### config.mk
export PLATFORM = sky130hd
export DESIGN_NAME = rr_arbiter4
export DESIGN_NICKNAME = d
export VERILOG_FILES = /design/src/rtl/rr_arbiter4.sv
export SDC_FILE = /design/constraint.sdc
export NUM_CORES = 1
export LEC_CHECK = 0
export ABC_AREA = 1
export CAP_MARGIN = 20
export CORE_ASPECT_RATIO = 1.25
export CORE_MARGIN = 8
export CORE_UTILIZATION = 40
export CTS_CLUSTER_DIAMETER = 60
export DETAILED_ROUTE_END_ITERATION = 16
export PLACE_DENSITY = 0.87
export SLEW_MARGIN = 20
export SYNTH_ARGS = -nofsm -noshare
export SYNTH_HDL_FRONTEND = slang
export SYNTH_SLANG_ARGS = --single-unit
### constraint.sdc
create_clock -name clk -period 1.7 [get_ports clk]
set_input_delay 0.17 -clock clk [delete_from_list [all_inputs] [get_ports clk]]
set_output_delay 0.17 -clock clk [all_outputs]
set_load 0.01 [all_outputs]
### src/rtl/rr_arbiter4.sv
// Four-lane round-robin arbiter with bounded bursts, forwarding the granted lane's
// data to a single valid/ready consumer.
module rr_arbiter4 #(
  parameter int DATA_W    = 8,
  parameter int MAX_BURST = 4
) (
  input  logic                  clk,
  input  logic                  reset,
  input  logic [3:0]            req,
  input  logic [4*DATA_W-1:0]   data_in,
  input  logic                  out_ready,
  output logic                  out_valid,
  output logic [DATA_W-1:0]     out_data,
  output logic [3:0]            pop,
  output logic [3:0]            grant,
  output logic                  busy
);

  typedef enum logic {IDLE, GRANT} state_t;

  localparam logic [3:0] COUNT_LAST = 4'(MAX_BURST - 1);

  state_t      state_reg, state_next;
  logic [3:0]  grant_reg, grant_next;
  logic [1:0]  last_reg, last_next;
  logic [3:0]  count_reg, count_next;

  logic [DATA_W-1:0] lane_data [4];
  logic [1:0]        cand_idx  [4];
  logic [1:0]        g_idx;
  logic [1:0]        pick_idx;
  logic              pick_found;
  logic              beat;

  // cand_idx[k] is the (k+1)-th lane after the last served one, wrapping mod 4.
  generate
    for (genvar gi = 0; gi < 4; gi++) begin : g_lane
      assign lane_data[gi] = data_in[gi*DATA_W +: DATA_W];
      assign cand_idx[gi]  = last_reg + 2'(gi + 1);
    end
  endgenerate

  always_comb begin
    g_idx = 2'd0;
    for (int i = 0; i < 4; i++) begin
      if (grant_reg[i]) g_idx = 2'(i);
    end
  end

  always_comb begin
    pick_idx   = last_reg;
    pick_found = 1'b0;
    for (int k = 0; k < 4; k++) begin
      if (!pick_found && req[cand_idx[k]]) begin
        pick_idx   = cand_idx[k];
        pick_found = 1'b1;
      end
    end
  end

  assign busy      = (state_reg == GRANT);
  assign grant     = grant_reg;
  assign out_valid = busy & req[g_idx];
  assign out_data  = busy ? lane_data[g_idx] : '0;
  assign beat      = out_valid & out_ready;
  assign pop       = grant_reg & {4{beat}};

  always_ff @(posedge clk or posedge reset) begin
    if (reset) begin
      state_reg <= IDLE;
      grant_reg <= 4'b0000;
      last_reg  <= 2'd3;
      count_reg <= 4'd0;
    end else begin
      state_reg <= state_next;
      grant_reg <= grant_next;
      last_reg  <= last_next;
      count_reg <= count_next;
    end
  end

  always_comb begin
    state_next = state_reg;
    grant_next = grant_reg;
    last_next  = last_reg;
    count_next = count_reg;
    case (state_reg)
      IDLE: begin
        if (pick_found) begin
          state_next = GRANT;
          grant_next = 4'b0001 << pick_idx;
          count_next = 4'd0;
        end
      end
      GRANT: begin
        // A dropped request ends the grant without a beat; a stalled one just holds.
        if (!req[g_idx] || (beat && count_reg == COUNT_LAST)) begin
          state_next = IDLE;
          grant_next = 4'b0000;
          count_next = 4'd0;
          last_next  = g_idx;
        end else if (beat) begin
          count_next = count_reg + 4'd1;
        end
      end
      default: state_next = IDLE;
    endcase
  end

endmodule

==> results by group <==
Run status
  • Status: finished with violations
  • Violated checks: setup timing

Pwr
  • Total Power: 0.00285 W
  • Static Leak: 1.04 nW
  • PwrDens: 1400 nW/um^2
  • VDD IR max: 0.000970 V

Yosys
  • Ys flop type: dfrtp_1
  • Post-synth top area cell: nand2_1
  • Adder-cell share of the synthesized area: 0.0103
  • Syn_area_per_cell: 5.77 um^2
  • Largest family of logic cells by synthesized area: simple AND/OR/NAND/NOR gates
  • Synth Area in Compound Gates: 0.165
  • Asr flop ratio synth: 1.00
  • Cell variety after synth: 24
  • EDFF count, synth: 0
  • #FFs+latches synth: 11
  • Xor/xnor share of the synthesized area: 0.0145
  • Post-Synthesis Cells: 210
  • Simple-Gate Fraction of Synth Area: 0.482
  • Synth top area share: 0.189
  • Synth top area cells: nand2_1, dfrtp_1, nor2_1, o21ai_0, inv_1
  • Mux share of post-synthesis cell area: 0
  • Post-Syn Nets: 250
  • Seq/Total Area, Yosys: 0.229
  • Post-Syn Area: 1210 um^2
  • Yosys warnings: 0

Critical path
  • CP required: 1530 ps
  • CP delay by family, top: buffers and inverters
  • Critical Path End Type: output pin
  • Crit path capture: out_data[5]
  • CP arrival: 1630 ps
  • Max incr delay on CP: 420 ps
  • Crit-path most repeated cell: nor2_1
  • Crit path kind: flip-flop to output pin
  • CP max FO: 8
  • Critical R2R Launch: last_reg[0]
  • R2r worst-path depth: 10
  • Crit path launch: grant[3]
  • CP max stage cell: dfrtp_1
  • CP bufs+invs: 3
  • Critical path startpoint category: flip-flop
  • Cell Chain, Critical Path: nor2_1, buf_4, clkinvlp_4, nor2_1, o21ai_0, a21oi_1, buf_2
  • Critical Path Stages: 7
  • Reg2reg end: count_reg[0]
  • R2R setup slack: 30 ps

Drt
  • WL/cell: 13.9 um
  • Post-route ant nets: 0
  • Drt drc: 0
  • Vias: 1682
  • DRT Pass-1 Iters: 4
  • DR vias/cell: 5.16
  • Routed WL: 4540 um
  • Drt first-iter violations: 87

CTS
  • Clock transition at path regs: 70 ps
  • # H-tree levels: 1
  • CTS Root Cell: clkbuf_4
  • CTS Buffer Depth: 2
  • Clk_lat worst skew: 270 ps
  • Clock Sink Count: 11
  • Inserted Clock Buffers: 3
  • TritonCTS clock tree: done
  • Hold_buf cts: 0

Layout
  • Nets@finish: 331
  • Layout Utilization: 0.697
  • Layout cells sized above 1: 0.290
  • # fillers: 261
  • Synthesis-to-finish area growth: 68.0%
  • # diodes: 0

Die
  • Core Footprint: 2920 um^2
  • FP Rows: 22
  • Initial Util: 0.415
  • Top Ports: 57
  • Horiz. Die Dim: 65.2 um
  • Die H: 77.5 um
  • DIE AREA: 5060 um^2

STA
  • Slew Limit Fails: 0
  • Final Cycle Share: 1.06
  • Hold Slack: 185 ps
  • Setup WS post-layout: -101 ps
  • Setup Skew: 0.856 ps
  • Tmin final: 1800 ps
  • Fmax: 555 MHz
  • RSZ-0062 raised after global routing: yes
  • Setup violations, final: 12
  • Worst rel slew slack: 0.719
  • Least-Margin Pin Slew: 421 ps
  • Endpoints failing hold: 0

GRT
  • Gr usage total: 0.165
  • Vias in the first global route: 1561
  • Global-route wire length before repair: 6890 um
  • Initial antenna violation count: 0
  • Grt total ovfl: 0
  • Largest net degree at the start of global routing: 12

Min path
  • Tightest Hold Check Type: primary input to asynchronous set/reset pin

Job
  • Max-cap viol count: 0

Placement
  • Port Buffers: 56
  • Gpl congestion: 0.930
  • HPWL after detailed placement: 3410 um
[power by group]
part	leakage [nW]	total, W	switching (W)	internal, W
registers	0.141	0.000439	0.0000896	0.000349
clock network	0.0150	0.000184	0.0000932	0.0000910
logic	0.885	0.00223	0.00131	0.000920
total	1.04	0.00285	0.00149	0.00136
[cells in the mapped netlist, types with 3 or more instances]
cell type and count:
dfrtp_1 9, nor2_1 39, nand3_1 14, a21oi_1 11, o21ai_0 24, nand2_4 3, inv_1 20, nand2_2 8
inv_2 3, nand2_1 61
[worst min path at each step]
stage / start / to / slack, ps / cells past startpoint
floorplan: reset / busy / 20 / 1
global placement: reset / count_reg[1] / 490 / 2
detailed placement: reset / count_reg[1] / 490 / 2
CTS: reset / grant[3] / 200 / 2
global route: reset / count_reg[2] / 240 / 2
finish: reset / count_reg[0] / 180 / 2
[cell families (layout without fill, tap and decap cells)]
| group | after synthesis | after routing |
|---|---|---|
| buf+inv | 28 | 108 |
| simple gates | 130 | 130 |
| fa+ha+maj | 1 | 1 |
| xor+xnor | 2 | 2 |
| flops | 11 | 11 |
| compound gates | 38 | 38 |
[routing by layer]
metal | up-vias | part of all wire | global-route usage
met5 | - | 0 | 0
li1 | 833 | - | -
met2 | 77 | 0.48 | 0.286
met1 | 761 | 0.42 | 0.196
met3 | 11 | 0.084 | 0.0460
met4 | 0 | 0.014 | 0.0350
[worst reg2reg max path, stage by stage (launching register included)]
cell	delay [ps]
dfstp_2	570
buf_6	150
nand2_1	90
nand2_2	120
nand2_1	80
nand2_2	100
inv_1	80
nand4_2	140
nand2_4	90
nand2_1	60
o21ai_0	80
[cell type report]
type,instances,area [um^2],share of cell area
Tap cell,36,45.0,0.0221
Clock buffer,4,26.3,0.0129
Timing Repair Buffer,81,699,0.344
Sequential cell,11,278,0.137
Multi-Input combinational cell,171,891,0.438
Inverter,23,95.1,0.0467
[stage by stage]
stage | area (um^2) | setup TNS [ps] | setup WS (ps) | std cells
2_1_floorplan | 1210 | 0 | 211 | 210
3_3_place_gp | 1900 | -2380 | -286 | 313
3_5_place_dp | 1900 | -2910 | -352 | 313
4_1_cts | 1910 | -549 | -70.6 | 318
5_1_grt | 2030 | -1940 | -163 | 326
6_report | 2030 | -558 | -101 | 326
[layout by cell type, fill, tap and decap left out, types with 3 or more instances in the layout]
| master | synthesis | layout |
|---|---|---|
| clkbuf_4 | 0 | 3 |
| nand3_1 | 14 | 12 |
| clkdlybuf4s50_1 | 0 | 42 |
| buf_2 | 2 | 12 |
| inv_1 | 20 | 15 |
| a21oi_1 | 11 | 11 |
| buf_4 | 1 | 23 |
| dfrtp_1 | 9 | 9 |
| buf_6 | 1 | 3 |
| inv_2 | 3 | 5 |
| o21ai_1 | 0 | 5 |
| nor2_1 | 39 | 36 |
| nor2_2 | 1 | 3 |
| o21ai_0 | 24 | 18 |
| nand2_1 | 61 | 49 |
| nand3_2 | 1 | 3 |
| nand2_2 | 8 | 16 |
| nand2_4 | 3 | 7 |
[what timing repair did]
item                       CTS  global route
buffers inserted             1             8
gates resized for setup     67            25
pin swaps                    8            16
setup endpoints to repair   21            21
No activity file was read; power rests on OpenSTA's default activity.
